File: src/rtl/dmi_debug_module_pkg.sv
// rtl/dmi_debug_module_pkg.sv - dm_pkg: DMI register map, cmderr codes, abstract FSM states
package dm_pkg;

  localparam logic [6:0] DM_DATA0        = 7'h04;
  localparam logic [6:0] DM_DATA1        = 7'h05;
  localparam logic [6:0] DM_DMCONTROL    = 7'h10;
  localparam logic [6:0] DM_DMSTATUS     = 7'h11;
  localparam logic [6:0] DM_HARTINFO     = 7'h12;
  localparam logic [6:0] DM_ABSTRACTCS   = 7'h16;
  localparam logic [6:0] DM_COMMAND      = 7'h17;
  localparam logic [6:0] DM_ABSTRACTAUTO = 7'h18;

  localparam logic [1:0] DMI_OP_NOP   = 2'd0;
  localparam logic [1:0] DMI_OP_READ  = 2'd1;
  localparam logic [1:0] DMI_OP_WRITE = 2'd2;
  localparam logic [1:0] DMI_OP_RSVD  = 2'd3;

  localparam logic [1:0] DMI_RESP_OK     = 2'b00;
  localparam logic [1:0] DMI_RESP_FAILED = 2'b10;

  localparam logic [2:0] CMDERR_NONE       = 3'd0;
  localparam logic [2:0] CMDERR_BUSY       = 3'd1;
  localparam logic [2:0] CMDERR_NOTSUP     = 3'd2;
  localparam logic [2:0] CMDERR_EXCEPTION  = 3'd3;
  localparam logic [2:0] CMDERR_HALTRESUME = 3'd4;

  typedef enum logic [1:0] {
    ABS_IDLE = 2'd0,
    ABS_XFER = 2'd1,
    ABS_DONE = 2'd2
  } abs_state_e;

endpackage

File: src/rtl/dmi_debug_module_if.sv
// rtl/dmi_debug_module_if.sv - DMI request/response bus between jtag_dtm (master) and the debug module (slave)
interface dmi_debug_module_if;
  logic [6:0]  dmi_addr;
  logic [31:0] dmi_wdata;
  logic [1:0]  dmi_op;
  logic        dmi_req;
  logic [31:0] dmi_rdata;
  logic [1:0]  dmi_resp;
  logic        dmi_ack;

  modport master (
    output dmi_addr, dmi_wdata, dmi_op, dmi_req,
    input  dmi_rdata, dmi_resp, dmi_ack
  );

  modport slave (
    input  dmi_addr, dmi_wdata, dmi_op, dmi_req,
    output dmi_rdata, dmi_resp, dmi_ack
  );
endinterface

File: src/rtl/dmi_debug_module_abstract_fsm.sv
// rtl/dmi_debug_module_abstract_fsm.sv - dm_abstract_fsm: abstract command sequencing, ar_* port, busy and cmderr
module dm_abstract_fsm
  import dm_pkg::*;
(
  input  logic        clk,
  input  logic        rst,
  input  logic        i_clear,
  input  logic        i_cmd_wr,
  input  logic [7:0]  i_cmdtype,
  input  logic [2:0]  i_aarsize,
  input  logic        i_transfer,
  input  logic        i_write,
  input  logic [15:0] i_regno,
  input  logic        i_abscs_wr,
  input  logic [2:0]  i_cmderr_w1c,
  input  logic        i_data_wr,
  input  logic        i_autoexec,
  input  logic        i_hart_halted,
  input  logic [31:0] i_data0,
  input  logic        i_ar_ack,
  input  logic [31:0] i_ar_rdata,
  input  logic        i_ar_err,
  output logic        o_busy,
  output logic [2:0]  o_cmderr,
  output logic        o_data0_we,
  output logic [31:0] o_data0_wdata,
  output logic        o_ar_req,
  output logic        o_ar_write,
  output logic [15:0] o_ar_regno,
  output logic [31:0] o_ar_wdata
);

  abs_state_e  r_state;
  abs_state_e  w_state_nxt;
  logic [2:0]  r_cmderr;
  logic        r_write;
  logic        r_transfer;
  logic [15:0] r_regno;
  logic        w_busy;
  logic        w_issue;
  logic        w_notsup;
  logic        w_go;
  logic        w_start;
  logic        w_xfer_done;

  // An autoexec re-issue replays a command that already passed the format checks.
  assign w_busy      = (r_state != ABS_IDLE);
  assign w_issue     = !w_busy && (r_cmderr == CMDERR_NONE) && (i_cmd_wr || i_autoexec);
  assign w_notsup    = i_cmd_wr && ((i_cmdtype != 8'd0) || (i_aarsize != 3'd2));
  assign w_go        = w_issue && !w_notsup && i_hart_halted;
  assign w_start     = w_go && (i_cmd_wr ? i_transfer : r_transfer);
  assign w_xfer_done = (r_state == ABS_XFER) && i_ar_ack;

  always_ff @(posedge clk or posedge rst) begin
    if (rst) begin
      r_state <= ABS_IDLE;
    end else begin
      r_state <= w_state_nxt;
    end
  end

  always_comb begin
    w_state_nxt = r_state;
    if (i_clear) begin
      w_state_nxt = ABS_IDLE;
    end else begin
      case (r_state)
        ABS_IDLE: if (w_start) w_state_nxt = ABS_XFER;
        ABS_XFER: if (i_ar_ack) w_state_nxt = ABS_DONE;
        ABS_DONE: w_state_nxt = ABS_IDLE;
        default:  w_state_nxt = ABS_IDLE;
      endcase
    end
  end

  always_comb begin
    o_busy        = w_busy;
    o_cmderr      = r_cmderr;
    o_ar_req      = (r_state == ABS_XFER);
    o_ar_write    = o_ar_req && r_write;
    o_ar_regno    = o_ar_req ? r_regno : 16'd0;
    o_ar_wdata    = o_ar_req ? i_data0 : 32'd0;
    o_data0_we    = w_xfer_done && !i_ar_err && !r_write && !i_clear;
    o_data0_wdata = i_ar_rdata;
  end

  always_ff @(posedge clk or posedge rst) begin
    if (rst) begin
      r_cmderr <= CMDERR_NONE;
    end else if (i_clear) begin
      r_cmderr <= CMDERR_NONE;
    end else if (w_xfer_done && i_ar_err) begin
      r_cmderr <= CMDERR_EXCEPTION;
    end else if (w_busy && (i_cmd_wr || i_abscs_wr || i_data_wr)) begin
      if (r_cmderr == CMDERR_NONE) r_cmderr <= CMDERR_BUSY;
    end else if (i_abscs_wr) begin
      r_cmderr <= r_cmderr & ~i_cmderr_w1c;
    end else if (w_issue && w_notsup) begin
      r_cmderr <= CMDERR_NOTSUP;
    end else if (w_issue && !i_hart_halted) begin
      r_cmderr <= CMDERR_HALTRESUME;
    end
  end

  always_ff @(posedge clk or posedge rst) begin
    if (rst) begin
      r_write    <= 1'b0;
      r_transfer <= 1'b0;
      r_regno    <= 16'd0;
    end else if (i_clear) begin
      r_write    <= 1'b0;
      r_transfer <= 1'b0;
      r_regno    <= 16'd0;
    end else if (w_go && i_cmd_wr) begin
      r_write    <= i_write;
      r_transfer <= i_transfer;
      r_regno    <= i_regno;
    end
  end

endmodule

File: src/rtl/dmi_debug_module.sv
// rtl/dmi_debug_module.sv - RISC-V Debug Module DMI target: decode, dmcontrol/dmstatus, data registers
// Optional abstractauto register (0x18) built when DM_AUTOEXEC_EN is defined.
module dmi_debug_module
  import dm_pkg::*;
#(
  parameter logic [31:0] HARTINFO  = 32'h0,
  parameter int          DATACOUNT = 2
) (
  input  logic                 clk,
  input  logic                 rst,
  dmi_debug_module_if.slave    dmi,
  output logic                 halt_req,
  output logic                 resume_req,
  output logic                 ndmreset,
  input  logic                 hart_halted,
  input  logic                 hart_running,
  output logic                 ar_req,
  output logic                 ar_write,
  output logic [15:0]          ar_regno,
  output logic [31:0]          ar_wdata,
  input  logic [31:0]          ar_rdata,
  input  logic                 ar_ack,
  input  logic                 ar_err
);

  localparam logic [3:0] DATACOUNT_F = 4'(DATACOUNT);
  localparam bit         HAS_DATA1   = (DATACOUNT >= 2);

  logic        r_ack;
  logic [1:0]  r_resp;
  logic [31:0] r_rdata;
  logic        r_dmactive;
  logic        r_haltreq;
  logic        r_ndmreset;
  logic        r_resume_req;
  logic        r_resumeack;
  logic [31:0] r_data0;
  logic [31:0] r_data1;

  logic        w_rd;
  logic        w_wr;
  logic        w_ctl_wr;
  logic        w_clear;
  logic        w_act_wr;
  logic        w_cmd_wr;
  logic        w_abscs_wr;
  logic        w_data_wr;
  logic        w_resume_set;
  logic        w_autoexec;
  logic        w_busy;
  logic [2:0]  w_cmderr;
  logic        w_data0_we;
  logic [31:0] w_data0_wdata;
  logic [31:0] w_rd_data;

  assign w_rd       = dmi.dmi_req && (dmi.dmi_op == DMI_OP_READ);
  assign w_wr       = dmi.dmi_req && (dmi.dmi_op == DMI_OP_WRITE);
  assign w_ctl_wr   = w_wr && (dmi.dmi_addr == DM_DMCONTROL);
  // Everything but dmactive stays in reset while inactive or being deactivated.
  assign w_clear    = !r_dmactive || (w_ctl_wr && !dmi.dmi_wdata[0]);
  assign w_act_wr   = w_wr && r_dmactive;
  assign w_cmd_wr   = w_act_wr && (dmi.dmi_addr == DM_COMMAND);
  assign w_abscs_wr = w_act_wr && (dmi.dmi_addr == DM_ABSTRACTCS);
  assign w_data_wr  = w_act_wr && ((dmi.dmi_addr == DM_DATA0) ||
                                   (HAS_DATA1 && (dmi.dmi_addr == DM_DATA1)));
  assign w_resume_set = w_ctl_wr && r_dmactive && dmi.dmi_wdata[0] && dmi.dmi_wdata[30] &&
                        !dmi.dmi_wdata[31] && hart_halted;

  assign dmi.dmi_ack   = r_ack;
  assign dmi.dmi_resp  = r_resp;
  assign dmi.dmi_rdata = r_rdata;
  assign halt_req      = r_haltreq && r_dmactive;
  assign resume_req    = r_resume_req;
  assign ndmreset      = r_ndmreset;

`ifdef DM_AUTOEXEC_EN
  logic r_autoexec;

  always_ff @(posedge clk or posedge rst) begin
    if (rst) begin
      r_autoexec <= 1'b0;
    end else if (w_clear) begin
      r_autoexec <= 1'b0;
    end else if (w_act_wr && (dmi.dmi_addr == DM_ABSTRACTAUTO)) begin
      r_autoexec <= dmi.dmi_wdata[0];
    end
  end

  assign w_autoexec = r_autoexec && r_dmactive && (w_rd || w_wr) && (dmi.dmi_addr == DM_DATA0);
`else
  assign w_autoexec = 1'b0;
`endif

  always_comb begin
    w_rd_data = 32'd0;
    case (dmi.dmi_addr)
      DM_DATA0:      w_rd_data = r_data0;
      DM_DATA1:      if (HAS_DATA1) w_rd_data = r_data1;
      DM_DMCONTROL:  w_rd_data = {r_haltreq, 29'd0, r_ndmreset, r_dmactive};
      DM_DMSTATUS:   w_rd_data = {14'd0, {2{r_resumeack}}, 4'd0, {2{hart_running}},
                                  {2{hart_halted}}, 1'b1, 3'd0, 4'd2};
      DM_HARTINFO:   w_rd_data = HARTINFO;
      DM_ABSTRACTCS: w_rd_data = {19'd0, w_busy, 1'b0, w_cmderr, 4'd0, DATACOUNT_F};
`ifdef DM_AUTOEXEC_EN
      DM_ABSTRACTAUTO: w_rd_data = {31'd0, r_autoexec};
`endif
      default:       w_rd_data = 32'd0;
    endcase
  end

  always_ff @(posedge clk or posedge rst) begin
    if (rst) begin
      r_ack   <= 1'b0;
      r_resp  <= DMI_RESP_OK;
      r_rdata <= 32'd0;
    end else begin
      r_ack <= dmi.dmi_req;
      if (dmi.dmi_req) begin
        r_resp <= (dmi.dmi_op == DMI_OP_RSVD) ? DMI_RESP_FAILED : DMI_RESP_OK;
      end
      if (w_rd) r_rdata <= w_rd_data;
    end
  end

  always_ff @(posedge clk or posedge rst) begin
    if (rst) begin
      r_dmactive <= 1'b0;
      r_haltreq  <= 1'b0;
      r_ndmreset <= 1'b0;
    end else begin
      if (w_ctl_wr) r_dmactive <= dmi.dmi_wdata[0];
      if (w_clear) begin
        r_haltreq  <= 1'b0;
        r_ndmreset <= 1'b0;
      end else if (w_ctl_wr) begin
        r_haltreq  <= dmi.dmi_wdata[31];
        r_ndmreset <= dmi.dmi_wdata[1];
      end
    end
  end

  always_ff @(posedge clk or posedge rst) begin
    if (rst) begin
      r_resume_req <= 1'b0;
      r_resumeack  <= 1'b0;
    end else if (w_clear) begin
      r_resume_req <= 1'b0;
      r_resumeack  <= 1'b0;
    end else if (w_resume_set) begin
      r_resume_req <= 1'b1;
      r_resumeack  <= 1'b0;
    end else if (r_resume_req && hart_running) begin
      r_resume_req <= 1'b0;
      r_resumeack  <= 1'b1;
    end
  end

  // Data writes while busy are dropped; the FSM flags them as cmderr=BUSY.
  always_ff @(posedge clk or posedge rst) begin
    if (rst) begin
      r_data0 <= 32'd0;
      r_data1 <= 32'd0;
    end else if (w_clear) begin
      r_data0 <= 32'd0;
      r_data1 <= 32'd0;
    end else begin
      if (w_data0_we) begin
        r_data0 <= w_data0_wdata;
      end else if (w_data_wr && !w_busy && (dmi.dmi_addr == DM_DATA0)) begin
        r_data0 <= dmi.dmi_wdata;
      end
      if (w_data_wr && !w_busy && (dmi.dmi_addr == DM_DATA1)) begin
        r_data1 <= dmi.dmi_wdata;
      end
    end
  end

  dm_abstract_fsm u_abstract_fsm (
    .clk           (clk),
    .rst           (rst),
    .i_clear       (w_clear),
    .i_cmd_wr      (w_cmd_wr),
    .i_cmdtype     (dmi.dmi_wdata[31:24]),
    .i_aarsize     (dmi.dmi_wdata[22:20]),
    .i_transfer    (dmi.dmi_wdata[17]),
    .i_write       (dmi.dmi_wdata[16]),
    .i_regno       (dmi.dmi_wdata[15:0]),
    .i_abscs_wr    (w_abscs_wr),
    .i_cmderr_w1c  (dmi.dmi_wdata[10:8]),
    .i_data_wr     (w_data_wr),
    .i_autoexec    (w_autoexec),
    .i_hart_halted (hart_halted),
    .i_data0       (r_data0),
    .i_ar_ack      (ar_ack),
    .i_ar_rdata    (ar_rdata),
    .i_ar_err      (ar_err),
    .o_busy        (w_busy),
    .o_cmderr      (w_cmderr),
    .o_data0_we    (w_data0_we),
    .o_data0_wdata (w_data0_wdata),
    .o_ar_req      (ar_req),
    .o_ar_write    (ar_write),
    .o_ar_regno    (ar_regno),
    .o_ar_wdata    (ar_wdata)
  );

endmodule

File: src/flat_wrapper.sv
// flat-port wrapper written by rule: the top's interface ports become plain ports
module dmi_debug_module_flat import dm_pkg::*;
#(
  parameter logic [31:0] HARTINFO  = 32'h0,
  parameter int          DATACOUNT = 2
)
  (clk, rst, halt_req, resume_req, ndmreset, hart_halted, hart_running, ar_req, ar_write, ar_regno, ar_wdata, ar_rdata, ar_ack, ar_err, dmi_dmi_addr, dmi_dmi_wdata, dmi_dmi_op, dmi_dmi_req, dmi_dmi_rdata, dmi_dmi_resp, dmi_dmi_ack);
  dmi_debug_module_if dmi_i ();
  input  logic clk;
  input  logic rst;
  output logic halt_req;
  output logic resume_req;
  output logic ndmreset;
  input  logic hart_halted;
  input  logic hart_running;
  output logic ar_req;
  output logic ar_write;
  output logic [15:0] ar_regno;
  output logic [31:0] ar_wdata;
  input  logic [31:0] ar_rdata;
  input  logic ar_ack;
  input  logic ar_err;
  input wire logic [$bits(dmi_i.dmi_addr)-1:0] dmi_dmi_addr;
  input wire logic [$bits(dmi_i.dmi_wdata)-1:0] dmi_dmi_wdata;
  input wire logic [$bits(dmi_i.dmi_op)-1:0] dmi_dmi_op;
  input wire logic [$bits(dmi_i.dmi_req)-1:0] dmi_dmi_req;
  output wire logic [$bits(dmi_i.dmi_rdata)-1:0] dmi_dmi_rdata;
  output wire logic [$bits(dmi_i.dmi_resp)-1:0] dmi_dmi_resp;
  output wire logic [$bits(dmi_i.dmi_ack)-1:0] dmi_dmi_ack;
  assign dmi_i.dmi_addr = dmi_dmi_addr;
  assign dmi_i.dmi_wdata = dmi_dmi_wdata;
  assign dmi_i.dmi_op = dmi_dmi_op;
  assign dmi_i.dmi_req = dmi_dmi_req;
  assign dmi_dmi_rdata = dmi_i.dmi_rdata;
  assign dmi_dmi_resp = dmi_i.dmi_resp;
  assign dmi_dmi_ack = dmi_i.dmi_ack;
  dmi_debug_module #(.HARTINFO(HARTINFO), .DATACOUNT(DATACOUNT)) u_core (.clk(clk), .rst(rst), .dmi(dmi_i), .halt_req(halt_req), .resume_req(resume_req), .ndmreset(ndmreset), .hart_halted(hart_halted), .hart_running(hart_running), .ar_req(ar_req), .ar_write(ar_write), .ar_regno(ar_regno), .ar_wdata(ar_wdata), .ar_rdata(ar_rdata), .ar_ack(ar_ack), .ar_err(ar_err));
endmodule
File: config.mk
export PLATFORM = sky130hd
export DESIGN_NAME = dmi_debug_module_flat
export DESIGN_NICKNAME = d
export VERILOG_FILES = /design/src/rtl/dmi_debug_module_pkg.sv /design/src/rtl/dmi_debug_module_if.sv /design/src/rtl/dmi_debug_module_abstract_fsm.sv /design/src/rtl/dmi_debug_module.sv /design/src/flat_wrapper.sv
export SDC_FILE = /design/constraint.sdc
export NUM_CORES = 1
export LEC_CHECK = 0
export ABC_AREA = 1
export CORE_ASPECT_RATIO = 0.5
export CORE_MARGIN = 1
export CORE_UTILIZATION = 50
export DETAILED_ROUTE_END_ITERATION = 6
export PLACE_DENSITY = 0.8
export SLEW_MARGIN = 40
export SYNTH_ARGS = -nofsm -noshare
export SYNTH_HDL_FRONTEND = slang
export SYNTH_HIERARCHICAL = 1
export SYNTH_SLANG_ARGS = --single-unit
export TNS_END_PERCENT = 30
File: constraint.sdc
create_clock -name clk -period 7.04 [get_ports clk]
set_clock_uncertainty 0.2 [all_clocks]
set_input_delay 1.056 -clock clk [delete_from_list [all_inputs] [get_ports clk]]
set_output_delay 1.056 -clock clk [all_outputs]
set_load 0.005 [all_outputs]
Word level (Yosys, flattened, before mapping). Cells that the tools add are included. W data, S select, Z words.

Register bits after elaboration: 127. Output and inout bits: 88. Logic and storage cells: 128.

Bitwise operators: 2. Mux-type cells: 37. Reduce and logical (&&, ||, !) cells: 60. Equality and inequality tests: 14.

Operator list (count): $mux W32 (6); $pmux W32 S5 (1); $mux W16 (3); $logic_and A1 B1 Y1 (34); $eq A7 B5 Y1 const B (4); $mux W3 (7); $mux W1 (15); $eq A7 B3 Y1 const B (2); $logic_not A1 Y1 (9); $mux W2 (4); $reduce_bool A2 Y1 (4); $reduce_bool A8 Y1 (1); $reduce_bool A3 Y1 (2); $reduce_bool A6 Y1 (1); $logic_or A1 B1 Y1 (5); $eq A2 B1 Y1 const B (2); $eq A2 B2 Y1 const B (2); $ne A4 B4 Y1 const B (1); $pmux W2 S2 (1); $reduce_and A2 Y1 (2); $and A3 B3 Y3 (1); $logic_not A3 Y1 (1); $ne A3 B1 Y1 const B (1); $ne A3 B2 Y1 const B (1); 3 further kinds (3).

Logic depth before layout (Yosys ltp). Gate-level depths: netlist of run 1.

Depth after elaboration: 12. Depth in mapped cells: 15. Gate-level depth less buffers: 15.

Hierarchy. The synthesis of run 1 kept the hierarchy.

By module, submodules not included: dmi_debug_module (cells each 647, instances 1, area an instance 5221.3 um2, seq. area each 2577.5 um2); dm_abstract_fsm (cells each 292, instances 1, area an instance 1833.0 um2, seq. area each 575.6 um2).

Worst setup path before layout of run 1. Ideal clock, no wire load.

Path type: input port to flip-flop. From: input port dmi_dmi_op[0]. To: register u_core.u_abstract_fsm.r_transfer. Required time: 6704 ps. Setup slack: 3730 ps. Setup time: 136 ps. Data arrival time: 2974 ps. Cell stages on the path: 13. Cells stage by stage: inv_1 > nand3_1 > nor2_2 > inv_1 > nor3_1 > inv_2 > nand2_1 > nand2_2 > nor3_4 > nand3_4 > buf_2 > nand3_1 > o31ai_1.

Longest elaborated chain between the ends: 10. Elaborated cells on any way between the ends: 15. Classes of those cells: eq/ne (1); mux (1); reduce/logical (13).

Ends and longest elaborated chain: start, declared (RTL line flat_wrapper.sv:25) `input wire logic [$bits(dmi_i.dmi_op)-1:0] dmi_dmi_op;`; $eq A2 B2 Y1 (*) (RTL line dmi_debug_module.sv:57) `assign w_wr = dmi.dmi_req && (dmi.dmi_op == DMI_OP_WRITE);`; $logic_and A1 B1 Y1 (*) (RTL line dmi_debug_module.sv:57); $logic_and A1 B1 Y1 (*) (RTL line dmi_debug_module.sv:61) `assign w_act_wr = w_wr && r_dmactive;`; $logic_and A1 B1 Y1 (*) (RTL line dmi_debug_module.sv:62) `assign w_cmd_wr = w_act_wr && (dmi.dmi_addr == DM_COMMAND);`; via u_core.w_cmd_wr (RTL line dmi_debug_module.sv:45) `logic w_cmd_wr;`; $logic_and A1 B1 Y1 (RTL line dmi_debug_module_abstract_fsm.sv:49) `assign w_notsup = i_cmd_wr && ((i_cmdtype != 8'd0) || (i_aarsize != 3'd2));`; $logic_not A1 Y1 (RTL line dmi_debug_module_abstract_fsm.sv:50) `assign w_go = w_issue && !w_notsup && i_hart_halted;`; $logic_and A1 B1 Y1 (2 in series) (RTL line dmi_debug_module_abstract_fsm.sv:50); $logic_and A1 B1 Y1 (*) (RTL line dmi_debug_module_abstract_fsm.sv:114) `end else if (w_go && i_cmd_wr) begin`; $reduce_bool A2 Y1 (no line) (*); end signal, assigned (RTL line dmi_debug_module_abstract_fsm.sv:116) `r_transfer <= i_transfer;`; end, declared (RTL line dmi_debug_module_abstract_fsm.sv:37) `logic r_transfer;`.

Mark *: on every way through the listed nets, which the timed path passes. The rest lies on a longest branch. A chain may end at the register's enable or synchronous reset.

Worst setup path in the final report of run 1.
From: input port dmi_dmi_addr[1]. To: register u_core.r_data0[3].

Longest elaborated chain between the ends: 8. Elaborated cells on any way between the ends: 15. Classes of those cells: eq/ne (3); mux (2); reduce/logical (10).

Ends and longest elaborated chain: start, declared (RTL line flat_wrapper.sv:23) `input wire logic [$bits(dmi_i.dmi_addr)-1:0] dmi_dmi_addr;`; $eq A7 B5 Y1 (*) (RTL line dmi_debug_module.sv:58) `assign w_ctl_wr = w_wr && (dmi.dmi_addr == DM_DMCONTROL);`; $logic_and A1 B1 Y1 (*) (RTL line dmi_debug_module.sv:58); $logic_and A1 B1 Y1 (*) (RTL line dmi_debug_module.sv:60) `assign w_clear = !r_dmactive || (w_ctl_wr && !dmi.dmi_wdata[0]);`; $logic_or A1 B1 Y1 (*) (RTL line dmi_debug_module.sv:60); $logic_not A1 Y1 (*) (RTL line dmi_debug_module_abstract_fsm.sv:83) `o_data0_we = w_xfer_done && !i_ar_err && !r_write && !i_clear;`; $logic_and A1 B1 Y1 (*) (RTL line dmi_debug_module_abstract_fsm.sv:83); via u_core.w_data0_we (RTL line dmi_debug_module.sv:52) `logic w_data0_we;`; $mux W32 (RTL line dmi_debug_module.sv:167) `if (w_data0_we) begin`; $mux W32 (RTL line dmi_debug_module.sv:163) `end else if (w_clear) begin`; end signal, assigned (RTL line dmi_debug_module.sv:168) `r_data0 <= w_data0_wdata;`; end signal, assigned (RTL line dmi_debug_module.sv:170) `r_data0 <= dmi.dmi_wdata;`; end, declared (RTL line dmi_debug_module.sv:37) `logic [31:0] r_data0;`.

Marks and branches as above.

==> summary by stage, run 1 <==
Timing
The worst pin sits at a relative slew slack of 0.455. The upper clock frequency limit is 0.237 GHz. In the finished design, the share of the clock period the worst path needs comes to 0.600. The total of endpoints with negative setup slack in the final report is 0. The count of endpoints failing hold in the final timing report came to 0. For the pin with the worst max-slew slack, the measured transition is 0.809 ns. The final count of pins violating max slew was 0. Setup slack on the critical path of the routed design comes to 2.81 ns.

Setup repair after global routing left no endpoint under its margin. The worst path in the final design needs a cycle of 4.23 ns, including I/O delays and setup. The summed negative setup slack over all endpoints is 0 ns.

CTS
The clock insertion delay at the later pin of the skew report is 0.41 ns. The total clock buffers created by CTS is 17. The clock tree synthesis step divided the H-tree into 4 levels. For this design, the sink count on the clock tree is 126.

The number of gates resized after CTS was 0. After clock tree synthesis, the clock-pin slew on the worst setup and hold paths is 0.06 ns. The buffer levels on the longest clock path is 2.

The number of setup buffers added after CTS is 0. The cell chosen for the clock root is clkbuf_16. Buffers inserted to repair hold after CTS numbered 0. The TritonCTS clock tree is yes.

Logic synthesis
The number of enable-type register cells in the synthesized netlist is 0. The share of the yosys chip area belonging to registers is 0.447. The commonest register cell after synthesis is dfrtp_1.

The post-synthesis register bit count is 126. Of the post-synthesis cell area, the dominant cell type holds 0.447. The synthesized area is 7050 um^2. In the synthesized netlist, the number of instances is 939. The Yosys step of the flow raised 6 warnings.

In the synthesized netlist the async set-or-reset flop fraction comes to 1.00. The leading area contributor after synthesis is dfrtp_1. By area the synthesized netlist is led by dfrtp_1, nand2_1, nand3_1.

After synthesis, the netlist uses 37 different library cells. A synthesized cell averages 7.51 um^2.

Power
For this design the total switching power over the nets is 399 uW. The maximum vdd drop is 0.181 mV. The relative contribution of the clock network to total power is 0.497.

The switching power share of the total is 0.234. The power consumption is 1.71 mW. The power density over the cells is 187 nW/um^2. The combinational fraction of design power is 0.073. The part of the total power dissipated in sequential elements is 0.430. For this design the static power due to leakage is 4.29 nW.

Internal power comes to 1.31 mW.

Detailed routing
The average detailed-routed wire length per instance is 17.1 um. The number of remaining DRC errors is 12. After detailed routing, the number of vias per cell comes to 5.46.

The vias after detailed routing is 6843. For this block, the routed nets add up to 21400 um of wire. The post-detailed-route count of antenna-violating nets is 0. For this block, the initial DRC count from the detailed router was 1058.

The count of TritonRoute iterations in the first routing pass is 7.

Placed design
The pre-CTS setup slack is 2.53 ns. The number of port buffers is 166. The HPWL after detailed placement is 14300 um. After detailed placement, the total cell area comes to 8510 um^2.

The congestion estimate from routability-driven global placement came to 0.879.

Final layout
The layout-stage area growth over the synthesis result is 29.2%. The utilization after layout is 0.667. After routing the design area is 9120 um^2. The layout net count is 1129. Leaving out fill and tap cells, the most frequent cells in the layout are nand2_1, clkdlybuf4s50_1, dfrtp_1.

The area taken by multi-input logic gates is 3060 um^2. Leaving out fill and tap cells, the most frequent cell in the layout is nand2_1. The share of final-layout standard cells stronger than drive strength 1 is 0.0678.

The number of inserted diodes is 0. Fill cells in the final layout number 1152. The combined flip-flop and latch cell area is 3150 um^2.

Die
The chip height is 86.0 um. The core region is 13700 um^2. The die footprint is 14600 um^2. The initial utilization of the core area, before any placement, comes to 0.516. The number of rows created at floorplan is 30. The die outline width is 170 um. The number of primary I/O pins is 168.

Worst hold path
The startpoint identified for the worst hold timing path is u_core/dmi.dmi_rdata[20]. The min-delay analysis places its worst path in the category register to register. The worst hold path stage count is 1.

The worst hold path terminates at u_core/dmi.dmi_rdata[20].

Global routing
The first global-routing pass estimated 33200 um of wire. The initial antenna violation count is 0. The number of global-route vias before repair is 6507. Summed over all layers, the global routing overflow is 0. Across every metal layer, demand over resource in global routing totals 0.296. Entering global routing, the biggest net connects 67 pins.

Setup path
The required arrival time at the worst endpoint is 7.12 ns. Along the worst path, the maximum fanout reaches 50. The arrival time at the worst endpoint is 4.31 ns. The worst setup path is of the input pin to register kind. The capture instance of the worst register-to-register path is u_core/r_data0[3].

In this design, the stage delay of the slowest critical-path cell is 0.65 ns. STA classifies the critical path startpoint as an input pin. The cell repeated most along the worst path is nand2_1. The start of the worst register-to-register path is u_core/u_abstract_fsm/r_state[0]. The worst register-to-register path has a depth of 8. The signal on the critical path passes through clkdlybuf4s50_1, nor2_1, nand2_1, nor2_4, nand3_2, nand2_4, nor4_2, nor2_4, nand2_2, nand2_1, nand2_1.

The worst-case register-to-register setup slack is 3.84 ns. The kind of end point of the critical path is a register. The largest individual stage delay along the critical path comes from the cell nor2_4.

Status
The final reports fail on DRC. The run finished, with violations left.

Flow run
The number of maximum-capacitance constraint violations is 0.
-- area by class of cell --
class	count	area share
clock buffers	19	0.0486
clock inverters	13	0.0134
inverters	93	0.0392
multi-input cells	640	0.335
flip-flops and latches	126	0.346
well taps	192	0.0263
repair buffers	171	0.191
-- critical path, delay by kind of cell --
family | cells | cell delay [ns]
buffers and inverters | 1 | 0.45
AND/OR/NAND/NOR | 10 | 2.75
-- synthesized netlist by cell type (all sizes together) (2+ instances only) --
cell / instances
nand2: 301
nand4: 8
a21o: 21
o21ai: 4
inv: 93
nor4: 2
dfrtp: 126
o31ai: 2
nor3: 8
nand3: 110
clkbuf: 12
mux2i: 29
a21oi: 38
buf: 69
nor2: 110
a31oi: 2
-- worst max-delay path by stage --
stage                          from                 end  slack, ns  depth (start not counted)
floorplan                       rst  u_core/dmi.dmi_ack       3.08                          1
global placement    dmi_dmi_addr[4]  u_core/r_data0[20]       2.71                         10
detailed placement  dmi_dmi_addr[1]  u_core/r_data0[10]       2.53                         11
CTS                 dmi_dmi_addr[1]   u_core/r_data0[3]       2.93                         11
global route        dmi_dmi_addr[1]  u_core/r_data0[14]       2.64                         11
finish              dmi_dmi_addr[1]   u_core/r_data0[3]       2.81                         11
-- power by group through the flow --
stage / clock network [mW] / registers [mW] / logic [mW]
after detailed placement: 0 / 0.746 / 0.122
after global routing: 0.894 / 0.733 / 0.134
after floorplan: 0 / 0.744 / 0.0621
after global placement: 0 / 0.746 / 0.121
final: 0.847 / 0.733 / 0.125
after CTS: 0.852 / 0.733 / 0.123
-- per-stage QoR --
stage | hold slack, ns | cells
global placement | 0.261 | 1220
CTS | 0.281 | 1253
detailed placement | 0.269 | 1221
finish | 0.275 | 1254
global route | 0.295 | 1254
floorplan | 0.269 | 940
-- logic make-up after synthesis --
logic type             share of synthesized area
and+or+nand+nor                            0.330
buffers and inverters                      0.124
DFF                                        0.447
AOI/OAI and AO/OA                         0.0576
muxes                                     0.0411
other                                   0.000532
-- layer usage --
metal,vias up,track usage,wire length [um]
li1,3141,-,-
met1,3262,0.406,8990
met2,391,0.465,9920
met3,49,0.0517,2010
met4,0,0.127,485
met5,-,0,0
-- sequential cells by signal, indices dropped and copies added, names as in the netlist --
signal,flops
u_core/dmi.dmi_ack,1
u_core/dmi.dmi_rdata,32
u_core/dmi.dmi_resp,1
u_core/ndmreset,1
u_core/r_data0,32
u_core/r_data1,32
u_core/r_dmactive,1
u_core/r_haltreq,1
u_core/r_resumeack,1
u_core/resume_req,1
u_core/u_abstract_fsm/o_cmderr,3
u_core/u_abstract_fsm/r_regno,16
u_core/u_abstract_fsm/r_state,2
u_core/u_abstract_fsm/r_transfer,1
u_core/u_abstract_fsm/r_write,1
(Power assumes the default switching activity.)
==> inputs of run 2 (changes only) <==
==> constraint.sdc (replaced) <==
create_clock -name clk -period 3.89 [get_ports clk]
set_clock_uncertainty 0.2 [all_clocks]
set_input_delay 0.5835 -clock clk [delete_from_list [all_inputs] [get_ports clk]]
set_output_delay 0.5835 -clock clk [all_outputs]
set_load 0.005 [all_outputs]
==> summary by stage, run 2 (synthesis results as in run 1) <==
CTS
The cell chosen for the clock root is clkbuf_16 (unchanged). The depth of the CTS H-tree is 4 (unchanged). The clock insertion delay at the later pin of the skew report is 0.42 ns (was 0.41 ns). The number of setup buffers added after CTS is 0 (unchanged). The TritonCTS clock tree is yes (unchanged). The clock slew seen by the registers of the worst setup and hold paths is 0.06 ns (about the same). The buffer levels on the longest clock path was 2 (unchanged).

The number of buffers inserted for hold repair after clock tree synthesis came to 0 (unchanged). The post-CTS resize count is 0 (unchanged). The CTS sink count came to 126 (unchanged).

The total clock buffers created by CTS is 17 (unchanged).

Final layout
The most common cell after layout, fill and taps aside is nand2_1 (unchanged). Commonest cells after routing, fill and taps aside: nand2_1, clkdlybuf4s50_1, dfrtp_1 (unchanged). The share of final-layout standard cells stronger than drive strength 1 is 0.0756 (was 0.0678).

The layout net count is 1138 (was 1129). The layout-stage area growth over the synthesis result was 29.5% (was 29.2%). The number of inserted diodes is 0 (unchanged). The final instance area is 9140 um^2 (was 9120 um^2).

Global routing
The first-pass GRT wire length is 33600 um (was 33200 um). The global router's overall resource usage is 0.300 (was 0.296). The residual overflow from global routing came to 0 (unchanged). The initial antenna violation count was 1 (was 0). The pin count of the biggest net entering global routing was 54 (was 67). The number of global-route vias before repair was 6619 (was 6507).

Detailed routing
The count of TritonRoute iterations in the first routing pass is 6 (was 7). The routed wire length is 21300 um (was 21400 um). The number of design-rule violations left by the first detailed-router iteration is 795 (was 1058). The average detailed-routed wire length per instance came to 16.9 um (was 17.1 um). The post-detailed-route count of antenna-violating nets came to 0 (unchanged). The vias after detailed routing is 6906 (was 6843).

The number of remaining DRC errors came to 0 (was 12). The via-per-instance ratio is 5.47 (was 5.46).

Setup path
The delay of the slowest cell on the worst path is 0.52 ns (was 0.65 ns). The biggest fanout along the worst timing path came to 27 (was 50). The startpoint-to-endpoint class of the critical path is register to output pin (was input pin to register). The kind of end point of the critical path is an output pin (was register). The capture instance of the worst register-to-register path is u_core/r_data0[1] (was u_core/r_data0[3]). The launching instance or port of the critical path is u_core/u_abstract_fsm/r_state[0] (was dmi_dmi_addr[1]). CP cell instances: nand2_2, buf_4, nor2_1, clkdlybuf4s50_1 (was clkdlybuf4s50_1, nor2_1, nand2_1, nor2_4, nand3_2, nand2_4, nor4_2, nor2_4, nand2_2, nand2_1, nand2_1). The cell with the largest stage delay on the worst path is nand2_2 (was nor2_4). The cell depth of the worst flop-to-flop path came to 11 (was 8). The required arrival time at the worst endpoint is 3.11 ns (was 7.12 ns).

The start of the worst register-to-register path is u_core/u_abstract_fsm/r_state[1] (was u_core/u_abstract_fsm/r_state[0]). The kind of launch point of the worst setup path was a register (was input pin). The arrival time at the worst endpoint is 2.35 ns (was 4.31 ns). The worst-case register-to-register setup slack was 0.87 ns (was 3.84 ns).

Die
The initial core utilization is 0.516 (unchanged). The die outline width was 170 um (unchanged). The die footprint is 14600 um^2 (unchanged). The number of primary I/O pins is 168 (unchanged). The core box area is 13700 um^2 (unchanged). The number of rows created at floorplan was 30 (unchanged). The chip height is 86.0 um (unchanged).

Status
Result of the run: completed (was complete, but fails checks).

Placed design
The HPWL after detailed placement is 14500 um (was 14300 um). The final weighted congestion in routability-driven placement was 0.937 (was 0.879). The number of port buffers came to 166 (unchanged). The placed instance area is 8550 um^2 (was 8510 um^2).

Timing
The worst-margin pin slew is 0.839 ns (was 0.809 ns). The summed negative setup slack over all endpoints came to 0 ns (unchanged). Setup repair after global routing missed its margin: no (unchanged).

The total of endpoints with negative setup slack in the final report is 0 (unchanged). Of the available clock period, the critical path in the final layout requires 0.805. The final count of pins violating max slew is 0 (unchanged). The final critical delay including setup and external delays is 3.13 ns. The count of endpoints failing hold in the final timing report is 0 (unchanged). The final worst hold slack is 0.279 ns (was 0.275 ns).

The worst max-slew margin expressed relative to the limit is 0.439 (was 0.455). The upper clock frequency limit is 0.319 GHz.

Flow run
The number of maximum-capacitance constraint violations is 0 (unchanged).

Worst hold path
The path category of the worst min-delay check is register to register (unchanged). The worst hold path stage count was 2 (was 1). The capture endpoint of the worst hold path is u_core/dmi.dmi_rdata[11] (was u_core/dmi.dmi_rdata[20]). The origin of the worst min-delay path is u_core/dmi.dmi_rdata[11] (was u_core/dmi.dmi_rdata[20]).

Power
The leakage power total came to 4.33 nW (was 4.29 nW). The maximum vdd drop is 0.206 mV (was 0.181 mV). The power density over the cells was 339 nW/um^2 (was 187 nW/um^2).
## run 2: cell count changes in the layout (fill, tap and decap cells not counted), moves of 2 or more
cell | before | now
clkinvlp_4 | 3 | 1
buf_16 | 2 | 0
clkinv_4 | 0 | 4
buf_4 | 2 | 13
inv_6 | 1 | 5
clkinv_2 | 9 | 3
## run 2: critical path, delay by kind of cell (launching register included)
family	cells	cell delay [ns]
buffers and inverters	2	0.89
flip-flops	1	0.42
AND/OR/NAND/NOR	2	0.59
## run 2: where the power goes
group,internal (mW),switching (mW)
logic,0.0986,0.130
clock network,0.907,0.639
registers,1.32,0.00730
## run 2: worst max-delay path by stage
stage	endpoint	slack [ns]	depth (start not counted)
after detailed placement	u_core/r_data0[2]	0.28	10
final	ar_regno[4]	0.76	4
after CTS	u_core/r_data0[4]	0.65	8
after global placement	u_core/r_data0[2]	0.41	10
after global routing	u_core/u_abstract_fsm/r_regno[2]	0.67	13
after floorplan	u_core/dmi.dmi_ack	0.40	1
## run 2: metal layers
metal,vias to the layer above,global-route usage,part of all wire
met5,-,0,0.00052
met4,2,0.117,0.026
met3,67,0.0729,0.094
met2,371,0.481,0.46
met1,3306,0.396,0.42
li1,3160,-,-
## run 2: layout make-up
type                       instances  area, um^2
fill                            1139        4520
sequential                       126        3150
multi-input combinational        640        3040
inverter                          93         359
clock inverter                    14         134
timing repair buffer             180        1770
clock buffer                      18         439
tap                              192         240
## run 2: per-stage QoR
stage	std cells	util	setup WS, ns	total power [mW]
global route	1263	0.669	0.668	3.19
detailed placement	1230	0.626	0.278	1.57
finish	1263	0.669	0.758	3.10
CTS	1262	0.668	0.650	3.11
floorplan	940	-	0.403	1.46
global placement	1230	0.626	0.411	1.57
==> inputs of run 3 (changes only) <==
==> constraint.sdc (replaced) <==
create_clock -name clk -period 3 [get_ports clk]
set_clock_uncertainty 0.2 [all_clocks]
set_input_delay 0.45 -clock clk [delete_from_list [all_inputs] [get_ports clk]]
set_output_delay 0.45 -clock clk [all_outputs]
set_load 0.005 [all_outputs]
==> summary by stage, run 3 (synthesis results as in run 1) <==
Status
Result of the run: completed (unchanged).

Final layout
The utilization after layout is 0.683 (was 0.669). The area taken by multi-input logic gates is 3050 um^2 (was 3040 um^2). Commonest cells after routing, fill and taps aside: nand2_1, clkdlybuf4s50_1, dfrtp_1 (unchanged). The layout-stage area growth over the synthesis result is 32.4% (was 29.5%). The count of non-filler cells in the finished layout was 1274 (was 1263).

The number of inserted diodes is 0 (unchanged). The layout net count is 1150 (was 1138). The combined flip-flop and latch cell area is 3150 um^2 (unchanged). The most common cell after layout, fill and taps aside is nand2_1 (unchanged). The layout filler cell count was 1116 (was 1139). The share of final-layout standard cells stronger than drive strength 1 is 0.0860 (was 0.0756).

Timing
The summed negative setup slack over all endpoints came to 0 ns (unchanged). The upper clock frequency limit is 0.368 GHz. The final count of pins violating max slew was 0 (unchanged).

In the finished design, the share of the clock period the worst path needs comes to 0.907. After layout, the minimum clock period comes to 2.72 ns. The worst max-slew margin expressed relative to the limit is 0.520 (was 0.439). The total of endpoints with negative setup slack in the final report came to 0 (unchanged). Setup repair after global routing missed its margin: no (unchanged). The count of endpoints failing hold in the final timing report is 0 (unchanged). The worst-margin pin slew is 0.719 ns (was 0.839 ns). The final worst hold slack is 0.265 ns (was 0.279 ns).

Die
The die outline width came to 170 um (unchanged). The initial core utilization is 0.516 (unchanged). The chip height is 86.0 um (unchanged). The number of rows created at floorplan is 30 (unchanged).

The die footprint is 14600 um^2 (unchanged). The number of primary I/O pins is 168 (unchanged). The core box area came to 13700 um^2 (unchanged).

Flow run
The number of maximum-capacitance constraint violations is 0 (unchanged).

CTS
The number of setup buffers added after CTS is 0 (unchanged). The TritonCTS clock tree is yes (unchanged). The CTS sink count is 126 (unchanged). The clock insertion delay at the later pin of the skew report is 0.42 ns (about the same). The cell chosen for the clock root is clkbuf_16 (unchanged). The buffer levels on the longest clock path is 2 (unchanged). The clock slew seen by the registers of the worst setup and hold paths is 0.06 ns (about the same). The total clock buffers created by CTS is 17 (unchanged). The depth of the CTS H-tree is 4 (unchanged).

Setup path
The kind of end point of the critical path is an output pin (unchanged). The cell with the largest stage delay on the worst path was clkdlybuf4s50_1 (was nand2_2). The required arrival time at the worst endpoint is 2.35 ns (was 3.11 ns). The delay of the slowest cell on the worst path is 0.53 ns (was 0.52 ns). The biggest fanout along the worst timing path is 28 (was 27). The startpoint-to-endpoint class of the critical path is register to output pin (unchanged). The kind of launch point of the worst setup path is a register (unchanged). CP cell instances: inv_1, nand2_4, buf_12, nor2_1, clkdlybuf4s50_1 (was nand2_2, buf_4, nor2_1, clkdlybuf4s50_1).

The arrival time at the worst endpoint is 2.07 ns (was 2.35 ns).

Global routing
The number of global-route vias before repair came to 6593 (was 6619). The global router's overall resource usage is 0.298 (was 0.300). The first-pass GRT wire length is 33300 um (was 33600 um). The pin count of the biggest net entering global routing is 54 (unchanged).

The initial antenna violation count is 0 (was 1). The residual overflow from global routing is 0 (unchanged).

Placed design
The number of port buffers is 166 (unchanged). The HPWL after detailed placement is 14700 um (was 14500 um). The number of placed instances, taps included was 1243 (was 1230). The final weighted congestion in routability-driven placement was 0.928 (was 0.937).

Detailed routing
The number of design-rule violations left by the first detailed-router iteration is 532 (was 795). The count of TritonRoute iterations in the first routing pass is 5 (was 6). The vias after detailed routing was 6779 (was 6906). The post-detailed-route count of antenna-violating nets is 0 (unchanged). The via-per-instance ratio is 5.32 (was 5.47). The number of remaining DRC errors is 0 (unchanged). The routed wire length is 21100 um (was 21300 um). The average detailed-routed wire length per instance is 16.6 um (was 16.9 um).

Power
The maximum vdd drop is 0.306 mV (was 0.206 mV). The leakage power total is 4.42 nW (was 4.33 nW). The power density over the cells is 441 nW/um^2 (was 339 nW/um^2).

Worst hold path
The path category of the worst min-delay check is input pin to asynchronous set/reset pin (was register to register).
[run 3: worst max-delay path, delay by kind of cell (launching register included)]
family,cells,cell delay [ns]
flops,1,0.38
simple gates,2,0.36
buf+inv,3,0.90
[run 3: metrics by stage]
stage | worst slack, ns | power (mW) | instance area, um^2
global route | 0.204 | 4.23 | 9340
CTS | 0.0976 | 4.13 | 9330
finish | 0.280 | 4.12 | 9340
detailed placement | 0.105 | 2.05 | 8730
floorplan | 0.296 | 1.89 | 7060
global placement | 0.171 | 2.05 | 8730
[run 3: worst paths after layout]
path,from,endpoint,slack (ns),cells past startpoint
min in group clk,u_core/dmi.dmi_rdata[4],u_core/dmi.dmi_rdata[4],0.28,1
max in group asynchronous,rst,u_core/r_data1[4],1.65,3
hold / removal,rst,u_core/u_abstract_fsm/o_cmderr[0],0.27,2
setup / recovery,u_core/u_abstract_fsm/r_state[1],ar_regno[15],0.28,5
hold reg to reg,u_core/dmi.dmi_rdata[4],u_core/dmi.dmi_rdata[4],0.28,1
setup reg to reg,u_core/r_dmactive,u_core/u_abstract_fsm/r_regno[12],0.59,12
[run 3: layout make-up]
class / count / area share
clock inverters: 13 / 0.0166
flip-flops and latches: 126 / 0.338
repair buffers: 192 / 0.208
multi-input cells: 640 / 0.326
well taps: 192 / 0.0257
clock buffers: 18 / 0.0470
inverters: 93 / 0.0385
[run 3: repair_timing]
| action | in CTS | in global routing |
|---|---|---|
| resized for setup | 0 | 2 |
| hold buffers | 0 | 0 |
| endpoints found under the setup margin | 0 | 4 |
[run 3: layer usage]
metal / GRT usage / share of wire / vias to the layer above
met3: 0.0840 / 0.097 / 43
met4: 0.124 / 0.022 / 0
met5: 0 / 0 / -
met2: 0.464 / 0.46 / 344
li1: - / - / 3182
met1: 0.392 / 0.42 / 3210
[run 3: report_power, final]
group / internal [mW] / switching (mW) / leakage, nW
clock: 1.26 / 0.835 / 0.282
combinational: 0.137 / 0.170 / 2.38
sequential: 1.71 / 0.00945 / 1.76
total: 3.11 / 1.01 / 4.42
